$ cat src/rtl/puf_host_seq.sv
// Host-side PUF sequencer: resets the PUF, writes its configuration word,
// waits for end-of-operation, then reads each response word in address order
// and streams it out over a valid/ready port.
//
// Handshakes: a transfer happens on a rising clk edge where valid and ready
// are both high. valid never depends on ready. Once valid is raised, it and
// its data stay unchanged until that transfer. req_valid/req_ready and
// m_valid/m_ready both follow this rule.
module puf_host_seq #(
    parameter int WIDTH   = 64,
    parameter int TO_BITS = 24,
    parameter int RD_LAT  = 1
) (
    input  logic             clk,
    input  logic             i_rst,
    input  logic             req_valid,
    output logic             req_ready,
    input  logic             req_bg,
    input  logic             req_sd,
    input  logic [1:0]       req_cnfa,
    input  logic [12:0]      req_ncmps,
    input  logic [7:0]       req_nwords_m1,
    output logic [WIDTH-1:0] m_data,
    output logic             m_valid,
    input  logic             m_ready,
    output logic             m_last,
    output logic             done,
    output logic             err,
    output logic             busy,
    output logic [3:0]       puf_control,
    output logic [WIDTH-1:0] puf_address,
    output logic [WIDTH-1:0] puf_data_in,
    input  logic [WIDTH-1:0] puf_data_out,
    input  logic             puf_end_op,
    output logic [3:0]       state_dbg
);

    typedef enum logic [3:0] {
        S_IDLE = 4'd0,
        S_RST  = 4'd1,
        S_CFG  = 4'd2,
        S_WAIT = 4'd3,
        S_ADDR = 4'd4,
        S_RD   = 4'd5,
        S_PUSH = 4'd6,
        S_FIN  = 4'd7,
        S_FAIL = 4'd8
    } state_t;

    state_t             state, state_n;
    logic [7:0]         k, k_n;
    logic [TO_BITS-1:0] to_cnt, to_cnt_n;
    logic [1:0]         rd_cnt, rd_cnt_n;
    logic               accept, capture;

    // Request fields held for the whole operation.
    logic               bg_q, sd_q;
    logic [1:0]         cnfa_q;
    logic [12:0]        ncmps_q;
    logic [7:0]         nw_q;

    // Next values of the registered outputs, decoded from the next state.
    logic [3:0]         ctrl_n;
    logic [WIDTH-1:0]   data_in_n;
    logic               m_valid_n, m_last_n, done_n, err_n, ready_n;

    // Configuration word: {zeros, a, ncmps, cnfa, sd, bg, str}.
    function automatic logic [WIDTH-1:0] cfg_word(
        input logic str, input logic [7:0] a, input logic bg, input logic sd,
        input logic [1:0] cnfa, input logic [12:0] ncmps);
        logic [WIDTH-1:0] w;
        w        = '0;
        w[25:0]  = {a, ncmps, cnfa, sd, bg, str};
        return w;
    endfunction

    assign state_dbg = state;

    // Next-state logic, counters, and output decode from the next state.
    always_comb begin
        state_n  = state;
        k_n      = k;
        to_cnt_n = to_cnt;
        rd_cnt_n = rd_cnt;
        accept   = 1'b0;
        capture  = 1'b0;
        case (state)
            S_IDLE: begin
                if (req_valid && req_ready) begin
                    accept   = 1'b1;
                    k_n      = 8'd0;
                    to_cnt_n = '0;
                    state_n  = S_RST;
                end
            end
            S_RST:  state_n = S_CFG;
            S_CFG:  state_n = S_WAIT;
            S_WAIT: begin
                to_cnt_n = to_cnt + TO_BITS'(1);
                // end_op has priority over a timeout landing in the same cycle.
                if (puf_end_op)      state_n = S_ADDR;
                else if (&to_cnt_n)  state_n = S_FAIL;
            end
            S_ADDR: begin
                rd_cnt_n = 2'd0;
                state_n  = S_RD;
            end
            S_RD: begin
                if (rd_cnt == 2'(RD_LAT - 1)) begin
                    capture = 1'b1;
                    state_n = S_PUSH;
                end else begin
                    rd_cnt_n = rd_cnt + 2'd1;
                end
            end
            S_PUSH: begin
                if (m_valid && m_ready) begin
                    if (k == nw_q) begin
                        state_n = S_FIN;
                    end else begin
                        k_n     = k + 8'd1;
                        state_n = S_ADDR;
                    end
                end
            end
            S_FIN:   state_n = S_IDLE;
            S_FAIL:  state_n = S_IDLE;
            default: state_n = S_IDLE;
        endcase

        ctrl_n    = 4'b0000;
        data_in_n = '0;
        m_valid_n = 1'b0;
        m_last_n  = 1'b0;
        done_n    = 1'b0;
        err_n     = 1'b0;
        ready_n   = (state_n == S_IDLE);
        case (state_n)
            S_RST:  ctrl_n = 4'b0011;
            S_CFG: begin
                ctrl_n    = 4'b0100;
                data_in_n = cfg_word(1'b1, 8'd0, bg_q, sd_q, cnfa_q, ncmps_q);
            end
            S_ADDR: begin
                ctrl_n    = 4'b0100;
                data_in_n = cfg_word(1'b1, k_n, bg_q, sd_q, cnfa_q, ncmps_q);
            end
            S_RD:   ctrl_n = 4'b1000;
            S_PUSH: begin
                m_valid_n = 1'b1;
                m_last_n  = (k_n == nw_q);
            end
            S_FIN: begin
                ctrl_n    = 4'b0100;
                data_in_n = cfg_word(1'b0, 8'd0, bg_q, sd_q, cnfa_q, ncmps_q);
                done_n    = 1'b1;
            end
            S_FAIL: begin
                ctrl_n = 4'b0011;
                err_n  = 1'b1;
            end
            default: ;
        endcase
    end

    // State, counters, latched request and all registered outputs.
    always_ff @(posedge clk or negedge i_rst) begin
        if (!i_rst) begin
            state       <= S_IDLE;
            k           <= 8'd0;
            to_cnt      <= '0;
            rd_cnt      <= 2'd0;
            bg_q        <= 1'b0;
            sd_q        <= 1'b0;
            cnfa_q      <= 2'd0;
            ncmps_q     <= 13'd0;
            nw_q        <= 8'd0;
            m_data      <= '0;
            m_valid     <= 1'b0;
            m_last      <= 1'b0;
            done        <= 1'b0;
            err         <= 1'b0;
            busy        <= 1'b0;
            req_ready   <= 1'b0;
            puf_control <= 4'b0000;
            puf_address <= '0;
            puf_data_in <= '0;
        end else begin
            state       <= state_n;
            k           <= k_n;
            to_cnt      <= to_cnt_n;
            rd_cnt      <= rd_cnt_n;
            if (accept) begin
                bg_q    <= req_bg;
                sd_q    <= req_sd;
                cnfa_q  <= req_cnfa;
                ncmps_q <= req_ncmps;
                nw_q    <= req_nwords_m1;
            end
            if (capture) m_data <= puf_data_out;
            m_valid     <= m_valid_n;
            m_last      <= m_last_n;
            done        <= done_n;
            err         <= err_n;
            busy        <= !ready_n;
            req_ready   <= ready_n;
            puf_control <= ctrl_n;
            puf_address <= '0;
            puf_data_in <= data_in_n;
        end
    end

endmodule
$ cat config.mk
export PLATFORM = sky130hd
export DESIGN_NAME = puf_host_seq
export DESIGN_NICKNAME = d
export VERILOG_FILES = /design/src/rtl/puf_host_seq.sv
export SDC_FILE = /design/constraint.sdc
export NUM_CORES = 1
export LEC_CHECK = 0
export BUFFER_PORTS_ARGS = -buffer_cell sky130_fd_sc_hd__clkbuf_2
export CORE_AREA = 8 8 136 138
export DETAILED_ROUTE_END_ITERATION = 8
export DIE_AREA = 0 0 144 146
export GPL_TIMING_DRIVEN = 0
export PLACE_DENSITY = 0.79
export SLEW_MARGIN = 20
export SYNTH_ARGS = -nofsm -noshare
export SYNTH_HDL_FRONTEND = slang
export SYNTH_SLANG_ARGS = --single-unit
export TNS_END_PERCENT = 100
$ cat constraint.sdc
create_clock -name clk -period 3.3 [get_ports clk]
set_input_delay 0.66 -clock clk [delete_from_list [all_inputs] [get_ports clk]]
set_output_delay 0.66 -clock clk [all_outputs]
set_load 0.02 [all_outputs]
==> out/results.txt <==
Status -> completed
Post-synthesis compound-gate area fraction -> 7.59%
Sequential element share of the synthesized area -> 50.6%
Clock buffer depth -> 2
Cell Area, Synth -> 8010 sq um
Worst Path Arrival -> 3360 ps
Iteration-0 DRC Markers -> 346
Startpoint Class -> flop
Required time of the critical path -> 3620 ps
Avg Cell Area, Syn -> 10.8 sq um
Final Skew -> 11.7 ps
Vias -> 6217
Die area -> 21000 sq um
Area occupied by multi-input gates -> 3320 sq um
Hold crit path type -> input pin to async pin
Largest family of logic cells by synthesized area -> simple AND/OR/NAND/NOR gates
Grt total ovfl -> 0
Post-CTS sizing -> 0
Clock H-tree levels -> 4
CP max FO -> 10
Routability Congestion -> 0.864
Main synth FF type -> dfrtp_1
Final wirelength -> 20800 um
Synth Area in XOR/XNOR -> 2.63%
Post-CTS Hold Fix Bufs -> 0
Clk root buf -> clkbuf_16
Setup violators final -> 0
CTS Buf Count -> 17
Initial core utilization -> 49.2%
Hold Violations, Final -> 0
Multiplexer share of the synthesized area -> 9.77%
Post-layout min period -> 3040 ps
Core area -> 16300 sq um
Worst-path clk slew -> 70 ps
CTS tree -> built
Drt pass-1 iters -> 8
Number of global-route vias before repair -> 6335
RSZ-0062 raised after global routing -> no
Worst-Margin Slew -> 743 ps
Placed Cells -> 1262
Worst Setup End Kind -> flop
Gate Count Post-Synth -> 743
Detail Placement HPWL -> 15600 um
Clock latency on the worst-skew pair -> 420 ps
Total global-route track usage -> 19.7%
Area Overhead vs Synth -> 28.6%
# port buffers -> 197
Post-DRT Antenna Nets -> 0
Row count -> 47
Maximum VDD drop -> 0.454 mV
Fillers -> 1310
DRC violations left -> 0
Crit Path Class -> flop to flop
Die X -> 144 um
Crit-path max cell delay -> 550 ps
Slowest CP cell -> o2111ai_2
Leakage power -> 5.33 nW
CP delay by family, top -> compound AO/OA/AOI/OAI gates
Via density -> 4.80
Post-synthesis adder-cell area fraction -> 0.625%
Post-layout nets -> 1159
Total Power -> 8.39 mW
Asr flop ratio synth -> 100%
CP bufs+invs -> 2
Number of synthesized flops with an enable pin -> 0
MaxCap Viol Count -> 0
Slew Limit Fails -> 0
Initial antenna violation count -> 2
Synth warn -> 0
Max Freq -> 329 MHz
Overall die height -> 146 um
Final Cycle Share -> 92.1%
Largest net degree at the start of global routing -> 87
Final non-filler cell total -> 1296
Sink Count -> 162
I/O pins -> 300
Max_slew headroom -> 50.5%
Total area of sequential cells -> 4050 sq um
Worst path cell trace -> buf_2 > or2_1 > a2111oi_2 > a2111oi_0 > o2111ai_2 > nand2_1 > nor2_2 > buf_6 > nor2b_1
#FFs+latches synth -> 162
Cell Pwr Density -> 815 nW/um^2
Post-CTS setup buffers -> 0
Post-synth cell types -> 68
WL/cell -> 16.1 um
First-pass GRT wire length -> 32700 um
Post-synthesis simple-gate area fraction -> 16.1%
Layout cells sized above 1 -> 40.1%
==> through the flow <==
stage / utilization (%) / cell area [sq um] / setup WS [ps] / hold WS (ps) / TNS, ps
5_1_grt: 63.2 / 10300 / 59.3 / 325 / 0
3_5_place_dp: 59.4 / 9680 / 351 / 454 / 0
3_3_place_gp: 59.2 / 9650 / -1210 / 451 / -193310
2_1_floorplan: - / 8390 / 847 / 364 / 0
4_1_cts: 63.2 / 10300 / 305 / 299 / 0
6_report: 63.2 / 10300 / 259 / 284 / 0
==> path summary, 6_finish.rpt <==
check                        startpoint  depth (start not counted)              to  slack [ps]
min                               i_rst                          1  puf_data_in[7]         280
min in group clk           req_ncmps[2]                          3      ncmps_q[2]         420
max in group asynchronous         i_rst                          2      m_data[48]        2220
max                                k[3]                          9  puf_data_in[1]         260
min reg2reg                   cnfa_q[0]                          2       cnfa_q[0]         460
max reg2reg                        k[3]                          9  puf_data_in[1]         260
==> Yosys cell counts (all sizes together), types with 6 or more instances <==
| cell | number | share of area [%] |
|---|---|---|
| a21oi | 8 | 0.50 |
| a31oi | 6 | 0.47 |
| and2 | 8 | 0.64 |
| and3 | 7 | 0.55 |
| and4 | 6 | 0.67 |
| buf | 113 | 11 |
| clkbuf | 23 | 1.5 |
| dfrtp | 162 | 51 |
| inv | 14 | 0.66 |
| mux2 | 65 | 9.1 |
| nand2 | 108 | 5.1 |
| nand3 | 21 | 1.3 |
| nand4 | 12 | 1.5 |
| nor2 | 24 | 1.2 |
| nor2b | 26 | 2.0 |
| nor4 | 8 | 1.0 |
| o211ai | 6 | 0.63 |
| o21ai | 35 | 2.2 |
| o31ai | 9 | 0.84 |
| xnor2 | 15 | 1.6 |
| xor2 | 9 | 0.98 |
==> routing by layer <==
layer	vias to the layer above	GRT usage [%]	wire (um)
li1	2980	-	-
met1	2916	21.9	7770
met2	280	33.7	10500
met3	41	6.27	2000
met4	0	8.52	547
met5	-	0	0
==> sequential cells by signal, summed over array words and instances (netlist names), 2 cells and up <==
signal / flops
cnfa_q: 2
k: 8
m_data: 64
ncmps_q: 13
nw_q: 8
puf_control: 3
puf_data_in: 26
rd_cnt: 2
state_dbg: 4
to_cnt: 24
==> cells in the final DEF, fill, tap and decap left out, drive strengths merged, types with 3 or more instances in the layout <==
master   count
clkbuf     237
dfrtp      162
buf        114
nand2      108
conb       102
mux2        65
o21ai       35
nor2b       26
nor2        24
inv         22
nand3       21
xnor2       15
nand4       12
xor2         9
o31ai        9
a21oi        8
and2         8
nor4         8
and3         7
a31oi        6
and4         6
o211ai       6
mux2i        5
or2          5
ha           4
clkinv       4
or4          3
a32o         3
o41ai        3
a2111oi      3
==> area by class of cell <==
cell class                      count  area share (%)
Sequential cell                   162            39.4
Multi-Input combinational cell    532            32.2
Timing Repair Buffer              198            9.93
Buffer                            136            9.32
Clock buffer                       17            4.13
Tap cell                          220            2.67
Clock inverter                     15            1.75
Inverter                           14           0.511
Antenna cell                        2          0.0486
==> cell families (layout without fill, tap and decap cells) <==
| group | Yosys count | in the layout |
|---|---|---|
| compound gates | 89 | 89 |
| mux | 70 | 70 |
| xor+xnor | 24 | 24 |
| simple gates | 243 | 243 |
| buf+inv | 150 | 380 |
| other cells | 1 | 104 |
| fa+ha+maj | 4 | 4 |
| flops | 162 | 162 |
==> where the power goes <==
group          switching, mW  total (mW)  internal [mW]
Sequential             0.433        3.14           2.71
Combinational           2.01        3.26           1.25
Clock                  0.903        1.99           1.09
No activity file was read; power rests on OpenSTA's default activity.
